==> src/rtl/frame_buffer_controller.sv <==
// -----------------------------------------------------------------------------
// frame_buffer_controller
//
// Sequences an external 3x3 neighbourhood frame buffer for the colorspace/edge
// pipeline. It accepts a raster pixel stream (valid/ready) and writes it
// row-major into the buffer until the frame is full. It then sweeps every
// center position, issuing one buffer read per position, and presents each
// resulting 8-pixel neighbourhood to the Sobel stage over valid/ready. After
// the last matrix of the frame is accepted it returns to filling.
//
// Optional feature (macro FBC_SKIP_BORDER_EN):
//   defined   - the read sweep covers only the interior rows 1..P_ROWS-2 and
//               columns 1..P_COLUMNS-2, so no presented matrix has
//               zero-padded neighbours.
//   undefined - full sweep (0,0)..(P_ROWS-1, P_COLUMNS-1).
//
// Ports:
//   I_CLK, I_RESET        clock, synchronous active-high reset
//   I_PIXEL, I_PIXEL_VALID, O_PIXEL_READY
//                         upstream pixel stream
//   O_BUF_COLUMN, O_BUF_ROW, O_BUF_PIXEL, O_BUF_WRITE_ENABLE, O_BUF_READ_ENABLE
//                         buffer address, write data and strobes
//   O_MATRIX_VALID, I_MATRIX_READY
//                         downstream handshake for the buffer's matrix output
//   O_CENTER_COLUMN, O_CENTER_ROW
//                         center position of the presented matrix
//   O_FRAME_DONE          1-cycle pulse when the last matrix is accepted
// -----------------------------------------------------------------------------
module frame_buffer_controller #(
    parameter int P_COLUMNS     = 640,
    parameter int P_ROWS        = 4,
    parameter int P_PIXEL_DEPTH = 8,
    localparam int COL_W = (P_COLUMNS > 1) ? $clog2(P_COLUMNS) : 1,
    localparam int ROW_W = (P_ROWS > 1) ? $clog2(P_ROWS) : 1
) (
    input  logic                     I_CLK,
    input  logic                     I_RESET,
    input  logic [P_PIXEL_DEPTH-1:0] I_PIXEL,
    input  logic                     I_PIXEL_VALID,
    output logic                     O_PIXEL_READY,
    output logic [COL_W-1:0]         O_BUF_COLUMN,
    output logic [ROW_W-1:0]         O_BUF_ROW,
    output logic [P_PIXEL_DEPTH-1:0] O_BUF_PIXEL,
    output logic                     O_BUF_WRITE_ENABLE,
    output logic                     O_BUF_READ_ENABLE,
    output logic                     O_MATRIX_VALID,
    input  logic                     I_MATRIX_READY,
    output logic [COL_W-1:0]         O_CENTER_COLUMN,
    output logic [ROW_W-1:0]         O_CENTER_ROW,
    output logic                     O_FRAME_DONE
);

    // Write sweep always covers the whole frame.
    localparam logic [COL_W-1:0] WR_COL_LAST = COL_W'(P_COLUMNS - 1);
    localparam logic [ROW_W-1:0] WR_ROW_LAST = ROW_W'(P_ROWS - 1);

    // Read sweep bounds depend on whether border centers are skipped.
`ifdef FBC_SKIP_BORDER_EN
    localparam logic [COL_W-1:0] RD_COL_FIRST = COL_W'(1);
    localparam logic [ROW_W-1:0] RD_ROW_FIRST = ROW_W'(1);
    localparam logic [COL_W-1:0] RD_COL_LAST  = COL_W'(P_COLUMNS - 2);
    localparam logic [ROW_W-1:0] RD_ROW_LAST  = ROW_W'(P_ROWS - 2);
`else
    localparam logic [COL_W-1:0] RD_COL_FIRST = '0;
    localparam logic [ROW_W-1:0] RD_ROW_FIRST = '0;
    localparam logic [COL_W-1:0] RD_COL_LAST  = COL_W'(P_COLUMNS - 1);
    localparam logic [ROW_W-1:0] RD_ROW_LAST  = ROW_W'(P_ROWS - 1);
`endif

    typedef enum logic [1:0] {
        FILL       = 2'd0,
        READ_ISSUE = 2'd1,
        READ_HOLD  = 2'd2
    } state_t;

    state_t           state_reg, state_next;
    logic [COL_W-1:0] wr_col_reg, wr_col_next;
    logic [ROW_W-1:0] wr_row_reg, wr_row_next;
    logic [COL_W-1:0] rd_col_reg, rd_col_next;
    logic [ROW_W-1:0] rd_row_reg, rd_row_next;

    logic pixel_ready;
    logic write_enable;
    logic read_enable;
    logic matrix_valid;
    logic frame_done;

    always_ff @(posedge I_CLK) begin
        if (I_RESET) begin
            state_reg  <= FILL;
            wr_col_reg <= '0;
            wr_row_reg <= '0;
            rd_col_reg <= RD_COL_FIRST;
            rd_row_reg <= RD_ROW_FIRST;
        end else begin
            state_reg  <= state_next;
            wr_col_reg <= wr_col_next;
            wr_row_reg <= wr_row_next;
            rd_col_reg <= rd_col_next;
            rd_row_reg <= rd_row_next;
        end
    end

    always_comb begin
        state_next   = state_reg;
        wr_col_next  = wr_col_reg;
        wr_row_next  = wr_row_reg;
        rd_col_next  = rd_col_reg;
        rd_row_next  = rd_row_reg;
        pixel_ready  = 1'b0;
        write_enable = 1'b0;
        read_enable  = 1'b0;
        matrix_valid = 1'b0;
        frame_done   = 1'b0;
        O_BUF_COLUMN = wr_col_reg;
        O_BUF_ROW    = wr_row_reg;

        case (state_reg)
            FILL: begin
                pixel_ready = 1'b1;
                if (I_PIXEL_VALID) begin
                    write_enable = 1'b1;
                    if (wr_col_reg == WR_COL_LAST) begin
                        wr_col_next = '0;
                        if (wr_row_reg == WR_ROW_LAST) begin
                            wr_row_next = '0;
                            state_next  = READ_ISSUE;
                        end else begin
                            wr_row_next = wr_row_reg + ROW_W'(1);
                        end
                    end else begin
                        wr_col_next = wr_col_reg + COL_W'(1);
                    end
                end
            end

            READ_ISSUE: begin
                read_enable  = 1'b1;
                O_BUF_COLUMN = rd_col_reg;
                O_BUF_ROW    = rd_row_reg;
                state_next   = READ_HOLD;
            end

            READ_HOLD: begin
                // The buffer registered the matrix at the previous edge and
                // holds it while read enable stays low, so backpressure only
                // needs this state to wait.
                matrix_valid = 1'b1;
                O_BUF_COLUMN = rd_col_reg;
                O_BUF_ROW    = rd_row_reg;
                if (I_MATRIX_READY) begin
                    state_next = READ_ISSUE;
                    if (rd_col_reg == RD_COL_LAST) begin
                        rd_col_next = RD_COL_FIRST;
                        if (rd_row_reg == RD_ROW_LAST) begin
                            rd_row_next = RD_ROW_FIRST;
                            frame_done  = 1'b1;
                            state_next  = FILL;
                        end else begin
                            rd_row_next = rd_row_reg + ROW_W'(1);
                        end
                    end else begin
                        rd_col_next = rd_col_reg + COL_W'(1);
                    end
                end
            end

            default: begin
                state_next = FILL;
            end
        endcase

        // Reset is synchronous, so the state may not be FILL yet during the
        // reset cycle; silence every strobe and handshake directly.
        if (I_RESET) begin
            pixel_ready  = 1'b0;
            write_enable = 1'b0;
            read_enable  = 1'b0;
            matrix_valid = 1'b0;
            frame_done   = 1'b0;
        end
    end

    assign O_PIXEL_READY      = pixel_ready;
    assign O_BUF_WRITE_ENABLE = write_enable;
    assign O_BUF_READ_ENABLE  = read_enable;
    assign O_BUF_PIXEL        = I_PIXEL;
    assign O_MATRIX_VALID     = matrix_valid;
    assign O_CENTER_COLUMN    = rd_col_reg;
    assign O_CENTER_ROW       = rd_row_reg;
    assign O_FRAME_DONE       = frame_done;

endmodule
==> config.mk <==
export PLATFORM = sky130hd
export DESIGN_NAME = frame_buffer_controller
export DESIGN_NICKNAME = d
export VERILOG_FILES = /design/src/rtl/frame_buffer_controller.sv
export SDC_FILE = /design/constraint.sdc
export NUM_CORES = 1
export LEC_CHECK = 0
export ABC_CLOCK_PERIOD_IN_PS = 2000
export CORE_UTILIZATION = 25
export DETAILED_ROUTE_END_ITERATION = 7
export SYNTH_ARGS = -nofsm -noshare
export SYNTH_HDL_FRONTEND = slang
export SYNTH_SLANG_ARGS = --single-unit
export TNS_END_PERCENT = 1
==> constraint.sdc <==
create_clock -name I_CLK -period 2 [get_ports I_CLK]
set_input_delay 0.2 -clock I_CLK [delete_from_list [all_inputs] [get_ports I_CLK]]
set_output_delay 0.2 -clock I_CLK [all_outputs]
set_load 0.02 [all_outputs]
==> results of run 1 <==
repair_timing:
item,in CTS,in global routing
endpoints found under the setup margin,15,16
endpoints found under the hold margin,0,0
resized for setup,34,17
where the power goes:
group,switching (mW),internal (mW),leakage [nW]
Combinational,0.0313,0.0236,0.615
Clock,0.173,0.268,0.0357
Sequential,0.00401,0.520,0.210
routing by layer:
metal	global-route usage	up-vias
met3	0.0256	6
met2	0.179	28
li1	-	705
met1	0.170	609
met5	0	-
met4	0.0439	0
final cells by class:
cell class / instances / area (um^2) / share of cell area
multi-input combinational: 134 / 985 / 0.460
sequential: 26 / 522 / 0.244
timing repair buffer: 56 / 459 / 0.214
tap: 75 / 93.8 / 0.0438
clock buffer: 3 / 41.3 / 0.0193
clock inverter: 1 / 30.0 / 0.0140
inverter: 3 / 11.3 / 0.00526
cell families (layout without fill, tap and decap cells):
family	after synthesis	count (layout)	share of synthesized area
flip-flops	26	26	0.325
AO/OA/AOI/OAI	13	13	0.0547
XOR/XNOR	16	16	0.0876
multiplexers	14	14	0.0962
AND/OR/NAND/NOR	82	82	0.301
buffers and inverters	17	63	0.0649
adder cells (fa/ha/maj)	9	9	0.0704
stage by stage:
stage	hold slack (ns)	total power, mW
floorplan	0.451	0.589
global placement	0.400	0.595
detailed placement	0.400	0.595
CTS	0.400	1.04
global route	0.400	1.07
finish	0.400	1.02
path summary, 6_finish.rpt:
check / from / end / slack [ns] / cells past startpoint
setup / recovery: state_reg[1] / O_PIXEL_READY / 0.08 / 4
hold / removal: I_PIXEL[2] / O_BUF_PIXEL[2] / 0.40 / 0
setup reg to reg: state_reg[1] / wr_col_reg[5] / 0.28 / 6
hold reg to reg: O_CENTER_ROW[0] / O_CENTER_ROW[0] / 0.51 / 2
worst register-to-register path, stage by stage, from the launching register on:
cell and delay, ns:
dfxtp_2 0.34, inv_1 0.08, ha_2 0.26, nand2_2 0.07, buf_4 0.18, or4_1 0.50
a211oi_1 0.22
placed cells by master (no fill, tap or decap), types with 7 or more instances in the layout:
cell	count
buf_2	7
buf_4	24
clkdlybuf4s50_1	17
dfxtp_1	25
ha_1	8
mux2_2	11
nand2_1	13
nand3_1	7
nor2_1	22
xnor2_1	10
==> flow_metrics.tcl, run 1 <==
set metrics [dict create \
    hp-class "input pin to primary output" \
    vias_per_cell 4.52 \
    worst-path-buf-inv 2 \
    die_x_um 82.0 \
    wl_met1_mm 1.98 \
    fmax_mhz 520 \
    die_h_um 82.0 \
    timing.final.crit_share 0.961 \
    worst_slew_pin_slew_ns 0.370 \
    met2WireLength_mm 1.56 \
    power_density_nw_per_um2 476 \
    drc 0 \
    start_kind "flip-flop" \
    yosysMostFrequentCell "dfxtp_1" \
    area_growth_pct 33.9 \
    wire_per_inst_um 12.6 \
    grt_max_degree 16 \
    ir_drop_mv 0.462 \
    synthArstFlopShare 0 \
    wl_mm 3.77 \
    avgSynthCellArea_um2 9.04 \
    min_period_ns 1.92 \
    fin_ws_ns 0.0788 \
    ys_ff_latch 26 \
    crit_path_max_incr_delay_ns 0.61 \
    ys_top_cells_by_count "dfxtp_1, nor2_1, nand2_1, mux2_2, xnor2_1" \
    postCtsSetupRepairBufs 0 \
    report.final.setup_viol 0 \
    cts_tree "built" \
    yosys_warnings 0 \
    skew_ns 0.00356 \
    htreeDepth 1 \
    cts-root-buf "clkbuf_8" \
    firstDrtPassIters 4 \
    grt_first_pass_wirelength_mm 6.11 \
    gp_congestion 0.756 \
    holdBufCountCts 0 \
    synth_cell_types 41 \
    drv_slew 0 \
    numCtsBuffers 3 \
    seq_area_frac_synth 0.325 \
    critPathArrivalTime_ns 1.72 \
    synth.top_cells.by_area "dfxtp_1, mux2_2, ha_1, xnor2_1, nor2_1" \
    crit_required_ns 1.80 \
    synth_top_area_cell "dfxtp_1" \
    synth_edf_count 0 \
    die_area_um2 6720 \
    critPathKind "flip-flop to primary output" \
    start_util 0.264 \
    cts_sinks 26 \
    stdcell_area_um2 2140 \
    clkTransAtPathRegs_ns 0.09 \
    drive_gt1_frac 0.287 \
    nNetsFinal 245 \
    grt_usage 0.121 \
    n_fill_cell 624 \
    rsz0062_at_grt "true" \
    worst_path_max_delay_cell "clkdlybuf4s50_1" \
    p_leak_nw 0.861 \
    finalNonFillerCells 298 \
    dp_slack_ns -0.124 \
    syn-instance-count 177 \
    numPortBuffers 32 \
    final-hold-violation-count 0 \
    num_rows 28 \
    syn-num-nets 198 \
    vias 1348 \
    grt.overflow.total 0 \
    fp.coreArea_um2 6060 \
    maxCapViolCount 0 \
    drtIter0Drc 87 \
    place_inst 294 \
    dr.max_layer_used "met4" \
    clockBufferDepth 2 \
    ant_nets 0 \
    synth_flop_cell "dfxtp_1" \
    clk_latency_ns 0.27 \
    grt_pass1_vias 1223 \
    status "finished clean" \
    hpwl_mm 2.93 \
    synth_top_area_frac 0.325 \
    antenna_cells 0 \
    antenna_found_initial 0 \
    worstPathCellList "inv_1, ha_2, nor2b_1, clkdlybuf4s50_1" \
    max_slew_margin 0.751 \
    placed_area_um2 2120 \
    cp_max_fo 7 \
    crit_family "buffers and inverters" \
    syn_area_um2 1600 \
    tns_ns 0 \
    met3_length_um 167 \
    utilization 0.353 \
    endpoint_kind "primary output" \
    ioPinCount 49 \
]
Note: power is estimated with default switching activity, not from simulation.
==> inputs of run 2 (changes only) <==
- CTS_BUF_LIST: unset -> sky130_fd_sc_hd__clkbuf_4
==> run 2 against run 1 <==
Non-clock buffer count stayed put. Hold slack stayed put. Register-to-register slack hardly changed. Final cell count stayed put. Wire length is 0.50% higher. Final area is 0.93% lower. Clock power is 16% lower. Sequential power hardly changed. Via count is 0.52% higher. First-iteration DRC count is 24% lower.
==> flow_metrics.tcl, run 2 (same netlist as run 1, synthesis figures left out) <==
set metrics [dict create \
    wire_per_inst_um 12.7 \
    cts-root-buf "clkbuf_4" \
    seq_area_um2 523 \
    report.final.setup_viol 0 \
    postCtsSetupRepairBufs 0 \
    grt.overflow.total 0 \
    cts_sinks 26 \
    status "finished clean" \
    antenna_found_initial 0 \
    max_slew_margin 0.748 \
    area_growth_pct 32.6 \
    grt_pass1_vias 1214 \
    grt_first_pass_wirelength_mm 6.09 \
    timing.final.crit_share 0.986 \
    hp-class "input pin to primary output" \
    ant_nets 0 \
    gp_congestion 0.756 \
    worst_slew_pin_slew_ns 0.375 \
    min_period_ns 1.97 \
    drc 0 \
    p_leak_nw 0.830 \
    antenna_cells 0 \
    drv_slew 0 \
    min_path_cells 0 \
    cp_max_fo 2 \
    finalNonFillerCells 298 \
    drive_gt1_frac 0.296 \
    final_common_cell "buf_4" \
    r2r_slack_ns 0.27 \
    reg2reg_to "wr_col_reg[5]" \
    placed_area_um2 2120 \
    vias_per_cell 4.55 \
    utilization 0.350 \
    start_kind "flip-flop" \
    cts_tree "built" \
    ir_drop_mv 0.428 \
    holdBufCountCts 0 \
    critPathArrivalTime_ns 1.77 \
    maxCapViolCount 0 \
    critPathKind "flip-flop to primary output" \
    clk_latency_ns 0.33 \
    ioPinCount 49 \
    fp.coreArea_um2 6060 \
    fmax_mhz 507 \
    num_rows 28 \
    worstReg2RegStart "state_reg[1]" \
    place_inst 294 \
    stdcell_area_um2 2120 \
    vias 1355 \
    htreeDepth 1 \
    die_x_um 82.0 \
    wl_mm 3.78 \
    grt_usage 0.121 \
    die_h_um 82.0 \
    n_fill_cell 632 \
    numCtsBuffers 3 \
    rsz0062_at_grt "true" \
    start_util 0.264 \
    hpwl_mm 2.93 \
    cts-resized-gates 54 \
    numPortBuffers 32 \
    hp-start "I_PIXEL[2]" \
    final_cell_mix "buf_4, dfxtp_1, nor2_1, clkdlybuf4s50_1, nand2_1" \
    grt_max_degree 16 \
    power_density_nw_per_um2 447 \
    drtIter0Drc 66 \
    nNetsFinal 245 \
    min_to "O_BUF_PIXEL[2]" \
    final-hold-violation-count 0 \
    rr_worst_depth 6 \
    skew_ns 0.00510 \
    multiInputGateArea_um2 985 \
    firstDrtPassIters 4 \
    endpoint_kind "primary output" \
    clkTransAtPathRegs_ns 0.14 \
    clockBufferDepth 2 \
    crit_required_ns 1.80 \
    die_area_um2 6720 \
]
run 2: layout make-up:
cell class,count,area share
Clock buffer,3,0.0106
Clock inverter,1,0.0142
Inverter,3,0.00531
Multi-Input combinational cell,134,0.464
Sequential cell,26,0.246
Tap cell,75,0.0442
Timing Repair Buffer,56,0.215
run 2: through the flow:
step / setup WS (ns) / hold WS, ns / total power, mW / setup TNS, ns
after CTS: -0.0395 / 0.400 / 0.967 / -0.0418
after global routing: -0.0904 / 0.400 / 0.988 / -0.164
after detailed placement: -0.124 / 0.400 / 0.595 / -0.124
after global placement: -0.138 / 0.400 / 0.595 / -0.138
after floorplan: 0.139 / 0.451 / 0.589 / 0
final: 0.0271 / 0.400 / 0.948 / 0
run 2: metal layers:
layer	global-route usage	wire [um]	vias up
met5	0	0	-
met4	0.0439	42	0
met3	0.0278	196	4
met2	0.179	1590	31
met1	0.169	1960	613
li1	-	-	707
run 2: critical path, stage by stage (launching register included):
cell      delay, ns
dfxtp_1        0.36
ha_1           0.17
and4_1         0.25
nand3_1        0.13
nor4bb_2       0.34
buf_4          0.20
run 2: worst max path at each step:
stage / endpoint / depth (start not counted) / startpoint / slack [ns]
3_5_place_dp: O_FRAME_DONE / 5 / I_MATRIX_READY / -0.12
4_1_cts: O_BUF_COLUMN[2] / 5 / state_reg[1] / -0.04
2_1_floorplan: O_FRAME_DONE / 4 / O_CENTER_COLUMN[0] / 0.14
5_1_grt: O_FRAME_DONE / 5 / O_CENTER_COLUMN[0] / -0.09
6_report: O_FRAME_DONE / 5 / O_CENTER_COLUMN[1] / 0.03
3_3_place_gp: O_FRAME_DONE / 5 / I_MATRIX_READY / -0.14
run 2: report_power, final:
part / switching, mW / leakage [nW] / internal, mW / total (mW)
logic: 0.0314 / 0.591 / 0.0223 / 0.0537
clock network: 0.166 / 0.0279 / 0.203 / 0.369
registers: 0.00400 / 0.211 / 0.521 / 0.525
total: 0.202 / 0.830 / 0.746 / 0.948
==> inputs of run 3 (changes only) <==
- CORE_ASPECT_RATIO: unset -> 2
==> run 3 against run 2 <==
Setup slack improved by 0.073 ns. Critical path type unchanged. Register-to-register slack improved by 0.06 ns. Power fell by 15%. Largest cell class unchanged. Critical endpoint unchanged. Global-route usage rose by 1.2 points. Final area rose by 0.29%. Via count rose by 2.1%.
==> flow_metrics.tcl, run 3 (same netlist as run 1, synthesis figures left out) <==
set metrics [dict create \
    skew_ns 0.00509 \
    utilization 0.349 \
    grt_max_degree 16 \
    critPathArrivalTime_ns 1.70 \
    p_sw_frac 0.239 \
    die_area_um2 6740 \
    nNetsFinal 247 \
    worstPathCellList "inv_1, ha_1, and2_1, nand3_1, nor4bb_2, buf_4" \
    worst_slew_pin_slew_ns 0.411 \
    grt.overflow.total 0 \
    endpoint_kind "primary output" \
    tns_ns 0 \
    hp-start "I_PIXEL[1]" \
    final_common_cell "buf_4" \
    start_kind "flip-flop" \
    max_slew_margin 0.723 \
    drive_gt1_frac 0.290 \
    grt_pass1_vias 1443 \
    drc 0 \
    timing.final.crit_share 0.950 \
    postCtsSetupRepairBufs 0 \
    rr_worst_depth 6 \
    vias 1384 \
    worstReg2RegStart "state_reg[1]" \
    gp_congestion 0.770 \
    place_inst 305 \
    final_cell_mix "buf_4, dfxtp_1, nor2_1, clkdlybuf4s50_1, nand2_1" \
    num_rows 40 \
    ir_drop_mv 0.130 \
    hpwl_mm 3.17 \
    status "finished clean" \
    die_h_um 115 \
    internal-power_uw 616 \
    clockBufferDepth 2 \
    report.final.setup_viol 0 \
    r2r_slack_ns 0.33 \
    numCtsBuffers 3 \
    cp_max_fo 2 \
    area_growth_pct 33.0 \
    p_sw_uw 194 \
    finalNonFillerCells 308 \
    drv_slew 0 \
    ioPinCount 49 \
    die_x_um 58.6 \
    clkTransAtPathRegs_ns 0.14 \
    crit_path_max_incr_delay_ns 0.34 \
    antenna_cells 0 \
    reg2reg_to "wr_col_reg[5]" \
    min_to "O_BUF_PIXEL[1]" \
    start_util 0.262 \
    seqPwrFrac 0.648 \
    maxCapViolCount 0 \
    crit_required_ns 1.80 \
    hp-class "input pin to primary output" \
    critPathKind "flip-flop to primary output" \
    rsz0062_at_grt "true" \
    numPortBuffers 32 \
    clkPwrFrac 0.282 \
    power_density_nw_per_um2 380 \
    n_fill_cell 691 \
    clk_latency_ns 0.32 \
    grt_first_pass_wirelength_mm 6.88 \
    vias_per_cell 4.49 \
    ant_nets 0 \
    min_period_ns 1.90 \
    cts-root-buf "clkbuf_4" \
    fmax_mhz 526 \
    min_path_cells 0 \
    wire_per_inst_um 13.1 \
    cts_sinks 26 \
    grt_usage 0.133 \
    cts_tree "built" \
    worst_path_max_delay_cell "dfxtp_1" \
    p_comb_frac 0.070 \
    fp.coreArea_um2 6110 \
    firstDrtPassIters 4 \
    power.total_uw 810 \
    antenna_found_initial 0 \
    final-hold-violation-count 0 \
    fin_hold_ws_ns 0.400 \
    wl_mm 4.04 \
    p_leak_nw 0.860 \
    htreeDepth 1 \
    drtIter0Drc 29 \
]
run 3: cell count changes in the layout (fill, tap and decap cells not counted), sizes merged:
cell	change
bufinv	-1
clkbuf	+2
dlymetal6s2s	+2
dlygate4sd1	+1
dlygate4sd2	-2
buf	-1
run 3: area by class of cell:
| type | count | area (um^2) | share of cell area |
|---|---|---|---|
| well taps | 84 | 105 | 0.0494 |
| repair buffers | 58 | 473 | 0.222 |
| flip-flops and latches | 26 | 522 | 0.245 |
| clock buffers | 3 | 22.5 | 0.0106 |
| multi-input cells | 134 | 995 | 0.467 |
| inverters | 3 | 11.3 | 0.00529 |
run 3: worst max-delay path: cells and delay by family, from the launching register on:
kind                       cells  cell delay, ns
adders and majority gates      1            0.17
buffers and inverters          2            0.30
and+or+nand+nor                3            0.57
DFF                            1            0.34
run 3: worst max-delay path by stage:
stage	end	cells past startpoint	slack, ns	from
global placement	O_FRAME_DONE	5	-0.14	I_MATRIX_READY
floorplan	O_FRAME_DONE	4	0.14	O_CENTER_COLUMN[0]
detailed placement	O_FRAME_DONE	5	-0.1	I_MATRIX_READY
CTS	O_BUF_COLUMN[9]	5	-0.02	state_reg[1]
global route	O_FRAME_DONE	6	-0.07	state_reg[0]
finish	O_FRAME_DONE	6	0.10	state_reg[0]
run 3: metrics by stage:
step / instance area, um^2 / worst slack, ns
after detailed placement: 2150 / -0.0987
after global placement: 2150 / -0.136
after CTS: 2190 / -0.0169
after floorplan: 1610 / 0.139
after global routing: 2130 / -0.0651
final: 2130 / 0.100
run 3: per-layer routing:
metal / vias up / part of all wire / global-route usage
li1: 707 / - / -
met1: 644 / 0.42 / 0.154
met2: 27 / 0.52 / 0.239
met3: 6 / 0.030 / 0.00675
met4: 0 / 0.028 / 0.0698
met5: - / 0 / 0
run 3: power by group through the flow:
stage / logic (mW) / clock network [mW] / registers (mW)
after floorplan: 0.0545 / 0 / 0.535
after global placement: 0.0604 / 0 / 0.536
after detailed placement: 0.0608 / 0 / 0.536
after CTS: 0.0594 / 0.237 / 0.525
after global routing: 0.0619 / 0.263 / 0.526
final: 0.0565 / 0.229 / 0.525
run 3: what timing repair did:
action / CTS / global route
hold buffers: 0 / 0
gates cloned: 0 / 0
endpoints found under the setup margin: 15 / 15
gates resized for setup: 39 / 16
